[config.mk]
export PLATFORM = sky130hd
export DESIGN_NAME = divide_scheduler
export DESIGN_NICKNAME = d
export VERILOG_FILES = /design/src/rtl/divide_sched_pkg.sv /design/src/rtl/divide_scheduler_divide.sv /design/src/rtl/divide_scheduler.sv
export SDC_FILE = /design/constraint.sdc
export NUM_CORES = 1
export LEC_CHECK = 0
export BUFFER_PORTS_ARGS = -buffer_cell sky130_fd_sc_hd__buf_2
export CAP_MARGIN = 20
export CORE_MARGIN = 5
export CORE_UTILIZATION = 50
export CTS_BUF_LIST = sky130_fd_sc_hd__clkbuf_4
export CTS_CLUSTER_DIAMETER = 100
export DETAILED_ROUTE_END_ITERATION = 12
export GPL_ROUTABILITY_DRIVEN = 0
export PLACE_DENSITY = 0.84
export SYNTH_ARGS = -nofsm -noshare
export SYNTH_HDL_FRONTEND = slang
export SYNTH_SLANG_ARGS = --single-unit
[constraint.sdc]
create_clock -name Clk -period 7.4 [get_ports Clk]
set_input_delay 0.74 -clock Clk [delete_from_list [all_inputs] [get_ports Clk]]
set_output_delay 0.74 -clock Clk [all_outputs]
set_load 0.05 [all_outputs]
[src/rtl/divide_sched_pkg.sv]
// divide_sched_pkg
// Shared constants, tag record and frame helper for the divide scheduler.
// The frame is FRAME_LEN cycles long. Phase PHASE_LOAD is the cycle that
// ends with the Divide loading its operands. PHASE_CAPTURE is the cycle
// that ends with the scheduler capturing the quotient. PHASE_ARB is the
// only cycle in which a requester can be granted.
package divide_sched_pkg;

    localparam int NUM_REQ   = 4;
    localparam int ID_W      = 2;
    localparam int FRAME_LEN = 33;

    localparam logic [5:0] PHASE_LOAD    = 6'd0;
    localparam logic [5:0] PHASE_CAPTURE = 6'd1;
    localparam logic [5:0] PHASE_ARB     = 6'(FRAME_LEN - 1);

    // Bookkeeping that travels with one division through the pipeline
    typedef struct packed {
        logic            valid;
        logic [ID_W-1:0] id;
        logic            div_zero;
        logic            ovf;
    } sched_tag_t;

    localparam sched_tag_t TAG_IDLE = '0;

    // Frame counter successor: 0..PHASE_ARB then wrap to PHASE_LOAD
    function automatic logic [5:0] next_phase(input logic [5:0] p);
        if (p >= PHASE_ARB) begin
            return PHASE_LOAD;
        end else begin
            return p + 6'd1;
        end
    endfunction

endpackage

[src/rtl/divide_scheduler_divide.sv]
// divide_scheduler_divide
// Free-running 64/32 restoring divider, two quotient bits per cycle.
// Each frame has a Start cycle (count 0) whose closing edge loads A and B.
// It then runs 32 compute cycles. The low 32 quotient bits are placed on Y
// at the edge that ends the last compute cycle, and Y holds through the
// whole following frame.
// Reset is resynchronised by one flop. The count is forced to the Start
// value while that flop is high, so the first cycle after it clears is a
// Start cycle.
// Ports: Clk, Reset (active high), A[63:0] dividend, B[31:0] divisor,
//        Y[31:0] quotient (low 32 bits of floor(A/B); all ones when B is 0).
module divide_scheduler_divide
    import divide_sched_pkg::*;
(
    input  logic        Clk,
    input  logic        Reset,
    input  logic [63:0] A,
    input  logic [31:0] B,
    output logic [31:0] Y
);

    logic        rst_q_r;
    logic [5:0]  cnt_r;
    logic [31:0] rem_r;
    logic [63:0] quo_r;
    logic [31:0] div_r;
    logic [31:0] y_r;
    logic [95:0] step1_s;
    logic [95:0] step2_s;

    // One restoring step: shift a dividend bit into the remainder, subtract if it fits
    function automatic logic [95:0] div_step(input logic [31:0] rem,
                                             input logic [63:0] quo,
                                             input logic [31:0] d);
        logic [32:0] shifted;
        logic [32:0] diff;
        shifted = {rem, quo[63]};
        diff    = shifted - {1'b0, d};
        if (shifted >= {1'b0, d}) begin
            return {diff[31:0], quo[62:0], 1'b1};
        end else begin
            return {shifted[31:0], quo[62:0], 1'b0};
        end
    endfunction

    // Two chained restoring steps per clock
    always_comb begin
        step1_s = div_step(rem_r, quo_r, div_r);
        step2_s = div_step(step1_s[95:64], step1_s[63:0], div_r);
    end

    // Reset resynchroniser and frame counter
    always_ff @(posedge Clk) begin
        rst_q_r <= Reset;
        if (rst_q_r) begin
            cnt_r <= PHASE_LOAD;
        end else begin
            cnt_r <= next_phase(cnt_r);
        end
    end

    // Operand load, iteration and result latch
    always_ff @(posedge Clk) begin
        if (cnt_r == PHASE_LOAD) begin
            rem_r <= 32'd0;
            quo_r <= A;
            div_r <= B;
        end else begin
            rem_r <= step2_s[95:64];
            quo_r <= step2_s[63:0];
        end
        if (cnt_r == PHASE_ARB) begin
            y_r <= step2_s[31:0];
        end
    end

    assign Y = y_r;

endmodule

[src/rtl/divide_scheduler.sv]
// divide_scheduler
// Shares one free-running divider among NUM_REQ requesters, one division
// per 33-cycle frame. Arbitration happens only in the last cycle of a frame
// (PHASE_ARB), round-robin from the requester after the last one granted.
// A tag follows each division through three stages: the grant stage, the
// in-flight stage and the output stage. Its result is strobed in phase 2
// of the frame after the one in which the divider computed it, 36 cycles
// after the grant.
// Ports: Clk; nReset (async, active low); Req/ReqA/ReqB requests and
//        operands; Grant one-hot acceptance pulse; ResValid/ResId/Res/
//        ResDivZero/ResOvf result strobe, owner and flags.
module divide_scheduler #(
    parameter int NUM_REQ = divide_sched_pkg::NUM_REQ
) (
    input  logic                   Clk,
    input  logic                   nReset,
    input  logic [NUM_REQ-1:0]     Req,
    input  logic [64*NUM_REQ-1:0]  ReqA,
    input  logic [32*NUM_REQ-1:0]  ReqB,
    output logic [NUM_REQ-1:0]     Grant,
    output logic                   ResValid,
    output logic [1:0]             ResId,
    output logic [31:0]            Res,
    output logic                   ResDivZero,
    output logic                   ResOvf
);

    import divide_sched_pkg::*;

    logic [5:0]         phase_r;
    logic [ID_W-1:0]    last_r;
    logic [63:0]        op_a_r;
    logic [31:0]        op_b_r;
    sched_tag_t         grant_tag_r;
    sched_tag_t         flight_tag_r;
    sched_tag_t         out_tag_r;
    logic               res_valid_r;
    logic [31:0]        res_r;
    logic [1:0]         res_id_r;
    logic               res_dz_r;
    logic               res_ovf_r;

    logic [NUM_REQ-1:0] grant_s;
    logic [ID_W-1:0]    grant_id_s;
    logic               grant_any_s;
    logic [63:0]        sel_a_s;
    logic [31:0]        sel_b_s;
    logic [31:0]        div_y_s;
    logic               div_reset_s;
    logic               capture_s;

    assign div_reset_s = ~nReset;

    divide_scheduler_divide u_divide (
        .Clk   (Clk),
        .Reset (div_reset_s),
        .A     (op_a_r),
        .B     (op_b_r),
        .Y     (div_y_s)
    );

    // Round-robin arbiter, live only in the arbitration cycle
    always_comb begin
        logic [ID_W-1:0] cand;
        cand        = '0;
        grant_s     = '0;
        grant_id_s  = '0;
        grant_any_s = 1'b0;
        if (nReset && (phase_r == PHASE_ARB)) begin
            for (int off = 1; off <= NUM_REQ; off++) begin
                cand = last_r + ID_W'(off);
                if (!grant_any_s && Req[cand]) begin
                    grant_any_s = 1'b1;
                    grant_id_s  = cand;
                end else begin
                    grant_any_s = grant_any_s;
                end
            end
            grant_s[grant_id_s] = grant_any_s;
        end else begin
            grant_s = '0;
        end
    end

    // Operands of the requester currently winning arbitration
    always_comb begin
        sel_a_s = ReqA[64*grant_id_s +: 64];
        sel_b_s = ReqB[32*grant_id_s +: 32];
    end

    assign capture_s = (phase_r == PHASE_CAPTURE) && out_tag_r.valid;

    // Frame counter and round-robin pointer
    always_ff @(posedge Clk or negedge nReset) begin
        if (!nReset) begin
            phase_r <= PHASE_ARB;
            last_r  <= ID_W'(NUM_REQ - 1);
        end else begin
            phase_r <= next_phase(phase_r);
            if (grant_any_s) begin
                last_r <= grant_id_s;
            end
        end
    end

    // Operand registers and tag pipeline (grant -> in-flight -> output)
    always_ff @(posedge Clk or negedge nReset) begin
        if (!nReset) begin
            op_a_r       <= 64'd0;
            op_b_r       <= 32'd0;
            grant_tag_r  <= TAG_IDLE;
            flight_tag_r <= TAG_IDLE;
            out_tag_r    <= TAG_IDLE;
        end else begin
            if (phase_r == PHASE_ARB) begin
                // An empty frame still writes an invalid tag so nothing is strobed
                grant_tag_r.valid    <= grant_any_s;
                grant_tag_r.id       <= grant_id_s;
                grant_tag_r.div_zero <= (sel_b_s == 32'd0);
                grant_tag_r.ovf      <= (sel_a_s[63:32] >= sel_b_s);
                if (grant_any_s) begin
                    op_a_r <= sel_a_s;
                    op_b_r <= sel_b_s;
                end
            end
            if (phase_r == PHASE_LOAD) begin
                out_tag_r    <= flight_tag_r;
                flight_tag_r <= grant_tag_r;
            end
        end
    end

    // Result registers; only touched on a valid capture so they hold between strobes
    always_ff @(posedge Clk or negedge nReset) begin
        if (!nReset) begin
            res_valid_r <= 1'b0;
            res_r       <= 32'd0;
            res_id_r    <= 2'd0;
            res_dz_r    <= 1'b0;
            res_ovf_r   <= 1'b0;
        end else begin
            res_valid_r <= capture_s;
            if (capture_s) begin
                res_r     <= out_tag_r.div_zero ? 32'hFFFF_FFFF : div_y_s;
                res_id_r  <= 2'(out_tag_r.id);
                res_dz_r  <= out_tag_r.div_zero;
                res_ovf_r <= out_tag_r.ovf;
            end
        end
    end

    assign Grant      = grant_s;
    assign ResValid   = res_valid_r;
    assign ResId      = res_id_r;
    assign Res        = res_r;
    assign ResDivZero = res_dz_r;
    assign ResOvf     = res_ovf_r;

endmodule

* After elaboration in Yosys (flattened, before gate mapping)
Index checks and enable logic that the tools add are counted.
Cells by class: add/subtract/negate cells 7, order comparisons 11, eq/ne operators 3, shift-type cells 2, mux-type cells 31, bitwise logic cells 2, reductions and logical operators 14
Operator list (count):
- 256-bit by 9-bit variable part select with 64-bit output | 1
- 96-bit two-way mux | 2
- 128-bit by 8-bit variable part select with 32-bit output | 1
- 33-bit by 32-bit >= comparator with 1-bit output | 2
- 64-bit two-way mux | 1
- 32-bit subtractor | 2
- 32-bit >= comparator | 1
- 32-bit zero test | 1
- 32-bit two-way mux | 1
- 2-bit by 3-bit less-than comparator with 1-bit output (second input constant) | 5
- 1-bit two-way mux | 14
- 6-bit by 1-bit adder with 6-bit output (second input constant) | 2
- 6-bit equality test (second input constant) | 2
- 6-bit >= comparator (second input constant) | 2
- 6-bit zero test | 2
- 2-bit two-way mux | 6
- 1-bit binary-select mux with 2-bit select | 4
- 6-bit by 1-bit equality test with 1-bit output (second input constant) | 1
- 1-bit logical AND | 6
- 6-bit two-way mux | 1
- 2-bit adder (second input constant) | 2
- 4-bit AND | 1
- 4-bit two-way mux | 1
- 1-bit zero test | 3
- other kinds (6) | 6
Word-level totals: flip-flop bits (word level) 323, input port bits 390, output and inout bits 41, logic and storage cells 97

* Depth between registers and ports, before layout
depth in word-level cells 23, gate-level depth with buffers 28, mapped depth without buffers 24

* Modules after synthesis
A second synthesis with hierarchy kept.
Unflattened totals: cell total of the unflattened synthesis 2062, area, all modules 18904.4 µm²
By module, submodules not included:
- divide_scheduler | instances 1, cells each 1169, area each 9665.5 µm², sequential area each 3907.5 µm²
- divide_scheduler_divide | instances 1, cells each 893, area each 9238.9 µm², sequential area each 3983.8 µm²

* Worst setup path before layout
Ideal clock, no wire load.
path kind register -> register, start point register u_divide.div_r[18], end point register u_divide.rem_r[11], setup time 177 ps, arrival 5150 ps, setup slack 2073 ps, cell stages (with the launch flop) 29, path buffers 6, cells stage by stage edfxtp_1 inv_1 ha_1 buf_6 a21o_1 a21o_1 a221oi_2 nor2_1 a211o_1 nand2b_1 a41o_1 buf_6 buf_6 mux2_4 ha_1 clkbuf_1 a21o_1 a311o_1 o311ai_0 o21ai_0 a31o_2 a21oi_1 nand2b_1 nor2b_1 buf_4 inv_4 buf_4 mux2i_1 nor2_1
On the way: word-level cells in the longest chain between the ends 4, elaborated cells between the ends (all ways) 6
Ends and longest elaborated chain:
- start, declared | RTL line divide_scheduler_divide.sv:26 | logic [31:0] div_r;
- start signal, assigned | RTL line divide_scheduler_divide.sv:67 | div_r <= B;
- 33-bit by 32-bit >= comparator with 1-bit output or 32-bit subtractor (tied branches) | RTL line divide_scheduler_divide.sv:39, divide_scheduler_divide.sv:38
- 96-bit two-way mux | RTL line divide_scheduler_divide.sv:39 | if (shifted >= {1'b0, d}) begin
- 32-bit subtractor or 33-bit by 32-bit >= comparator with 1-bit output (tied branches) | RTL line divide_scheduler_divide.sv:38, divide_scheduler_divide.sv:39
- 96-bit two-way mux (*) | RTL line divide_scheduler_divide.sv:39
- end signal, assigned | RTL line divide_scheduler_divide.sv:69 | rem_r <= step2_s[95:64];
- end, declared | RTL line divide_scheduler_divide.sv:24 | logic [31:0] rem_r;
Mark *: on every way between the ends. The rest lies on a longest branch, timed or not. A chain may end at the register's enable or synchronous reset.

* Final worst setup path
start point register u_divide.div_r[1], end point register u_divide.rem_r[7]
On the way: word-level cells in the longest chain between the ends 4, elaborated cells between the ends (all ways) 6
Ends and longest elaborated chain (RTL line):
- 32-bit subtractor or 33-bit by 32-bit >= comparator with 1-bit output (tied branches) | divide_scheduler_divide.sv:38, divide_scheduler_divide.sv:39
- 96-bit two-way mux | divide_scheduler_divide.sv:39
- 32-bit subtractor or 33-bit by 32-bit >= comparator with 1-bit output (tied branches) | divide_scheduler_divide.sv:38, divide_scheduler_divide.sv:39
- 96-bit two-way mux (*) | divide_scheduler_divide.sv:39
Marked as above.

==> metrics.csv <==
metric;value;unit
final WL;59.5;mm
Slew Viols, Final;0;
RSZ-0062 raised after global routing;no;
final setup vio count;0;
Util after Layout;0.602;
DRC;0;
Yosys reg bits;323;
mux share of post-synthesis cell area;0.0554;
final setup margin;0.732;ns
CTS root buffer;clkbuf_4;
Worst-path clk slew;0.07;ns
setup TNS;0;ns
pin count of the biggest net entering global routing;98;
WHS;0.413;ns
Layout Skew;0.0563;ns
PnR Total Power;8.01;mW
vias;18000;
worst r2r src;u_divide.div_r[1];
WP data arrival;7.16;ns
register area share after synthesis;0.428;
CTS tree;yes;
post-DP HPWL;44.4;mm
# rows;70;
Post-Synth Simple-Gate Area;0.213;
FILL cells;2959;
die width;202;um
Vias/cell;5.85;
area of the multi-input gates;9870;sq um
Port Buffer Count;430;
DP Area;20800;sq um
required time worst endpoint;7.89;ns
CP max FO;36;
top cells by area, synth;dfrtp_1 (21%), dfxtp_1 (11%), nand2_1 (11%);
Synth Area in XOR/XNOR;0.0271;
clk sinks;323;
layout cells sized above 1;0.276;
CORE AREA;36500;sq um
DRT Pass-1 Iters;8;
pwr/cell area;364;nW/um^2
Final ANT Viol Nets;0;
CP startpoint kind;flip-flop;
ys flop type;dfrtp_1;
clock power share;0.197;
Starting Density;0.505;
fmax;0.150;GHz
min-delay worst type;flip-flop to flip-flop;
Top Ports;431;
initial antenna violation count;4;
first-pass GRT wire length;92.8;mm
post-route cell area;22000;sq um
commonest non-fill, non-tap cells in the layout;nand2_1 (522), buf_2 (429), nor2_1 (162);
largest family of logic cells by synthesized area;simple AND/OR/NAND/NOR gates;
Post-synth EDFFs;64;
Avg Inst Size Synth;8.66;sq um
Worst-Margin Slew;1.09;ns
Final Hold Viols;0;
Worst Hold Path EP;u_divide.quo_r[43];
unique cell type count in the Yosys netlist;72;
Mapped Cells;2128;
routed len/inst;19.3;um
post-synthesis adder-cell area fraction;0.0707;
Max Cap Viol;0;
R2R depth;22;
Hold Path Stages;2;
Worst VDD drop;304;uV
Die ar.;40800;sq um
Layout Nets;3029;
Sw Share;0.412;
DRT iter0 DRCs;2089;
Synth warnings;0;
min cycle time layout;6.67;ns
Seq pwr share;0.273;
most area-hungry cell type in the Yosys netlist;dfrtp_1;
Final period util;0.901;
Worst Setup Path Type;flip-flop to flip-flop;
vias in the first global route;18000;
Total GRT Usage;0.278;
Synth Area in Compound Gates;0.166;
Seq. cell area;7890;sq um
status;finished clean;
Mapped Nets;2621;
global route overflow;0;
setup slack, reg-to-reg;0.73;ns
pre-CTS setup slack;1.07;ns
Slew headroom;0.270;
CP Capture Type;flip-flop;
area share of the largest cell type after synthesis;0.208;
hold path start;u_divide.quo_r[41];
Int Pwr;4.71;mW
placed cell count;2919;
PostCTS Resize Cnt;0;
combinational group share of total power;0.531;
Leak Pwr;10.6;nW
synth-to-layout area growth;19.3;%
FFs w/ async S/R, synth;0.483;
reg2reg end;u_divide.rem_r[7];
Mapped Area;18400;sq um
H-tree levels;3;
switching power;3.30;mW
fin cells;3075;
Die Ht;202;um
total CTS buffers;81;
clk_lat worst skew;0.70;ns
commonest non-fill, non-tap cell in the layout;nand2_1;
clk buf depth;3;
[routing by layer]
| layer | global-route usage | share of wire |
|---|---|---|
| met1 | 0.343 | 0.39 |
| met2 | 0.469 | 0.48 |
| met3 | 0.0618 | 0.086 |
| met4 | 0.122 | 0.046 |
| met5 | 0 | 0 |
[power by group through the flow]
stage	clock, mW	sequential (mW)	combinational (mW)
3_3_place_gp	0	2.21	3.94
5_1_grt	1.70	2.21	4.64
2_1_floorplan	0	2.18	3.26
4_1_cts	1.60	2.18	4.14
6_report	1.58	2.18	4.25
3_5_place_dp	0	2.22	4.09
[kinds of logic after synthesis]
family,after synthesis
and+or+nand+nor,915
AOI/OAI and AO/OA,464
DFF,323
buffers and inverters,179
adders and majority gates,103
muxes,87
xor gates and xnor gates,57
[flip-flops by register name, summed over array words and instances (netlist names)]
name / count
op_a_r: 64
u_divide.quo_r: 64
Res: 32
op_b_r: 32
u_divide.Y: 32
u_divide.div_r: 32
u_divide.rem_r: 32
phase_r: 6
u_divide.cnt_r: 6
flight_tag_r: 5
grant_tag_r: 5
out_tag_r: 5
ResId: 2
last_r: 2
ResDivZero: 1
ResOvf: 1
ResValid: 1
u_divide.rst_q_r: 1
[cell type report]
type                            count  share of cell area
Sequential cell                   323               0.359
Tap cell                          468              0.0266
Timing Repair Buffer              449               0.105
Clock inverter                     29             0.00854
Multi-Input combinational cell   1626               0.449
Inverter                           55             0.00962
Antenna cell                        3            0.000341
Clock buffer                      122              0.0417
[critical path: stages, from the launching register on]
cell	delay (ns)
edfxtp_1	0.37
inv_1	0.20
ha_1	0.29
nor2b_1	0.15
o31a_1	0.27
o21ai_0	0.31
a21oi_2	0.20
a211o_1	0.33
nand2b_1	0.16
a41o_2	0.61
mux2i_1	0.46
ha_1	0.35
nor2b_1	0.18
o31a_1	0.28
o31a_1	0.30
o31ai_1	0.54
o31ai_1	0.29
a21oi_1	0.22
nand2b_1	0.14
nor2b_1	0.26
inv_4	0.23
mux2i_1	0.25
nor2_1	0.06
[how the worst max path moves through the flow]
stage | from | to | cells after the start
floorplan | u_divide.div_r[18] | u_divide.rem_r[11] | 28
global route | u_divide.div_r[1] | u_divide.rem_r[28] | 22
finish | u_divide.div_r[1] | u_divide.rem_r[7] | 22
CTS | u_divide.div_r[1] | u_divide.rem_r[7] | 22
global placement | u_divide.div_r[1] | u_divide.rem_r[7] | 22
detailed placement | u_divide.div_r[1] | u_divide.rem_r[7] | 22
[synth_stat cells (all sizes together), types with 20 or more instances]
| library cell | n |
|---|---|
| mux2 | 75 |
| a31oi | 39 |
| nand2 | 526 |
| a21oi | 102 |
| xor2 | 24 |
| a21o | 37 |
| edfxtp | 64 |
| nand2b | 47 |
| buf | 22 |
| o221ai | 34 |
| o21ai | 143 |
| dfxtp | 103 |
| clkbuf | 102 |
| nand3 | 92 |
| nor2 | 163 |
| dfrtp | 153 |
| o221a | 34 |
| nand4 | 20 |
| ha | 101 |
| inv | 55 |
| xnor2 | 33 |
[repair_timing]
action,in CTS,in global routing
endpoints found under the hold margin,14,0
hold buffers,1,0
setup endpoints to repair,0,0
buffers inserted,0,0
Power figures use the tool's default switching activity.
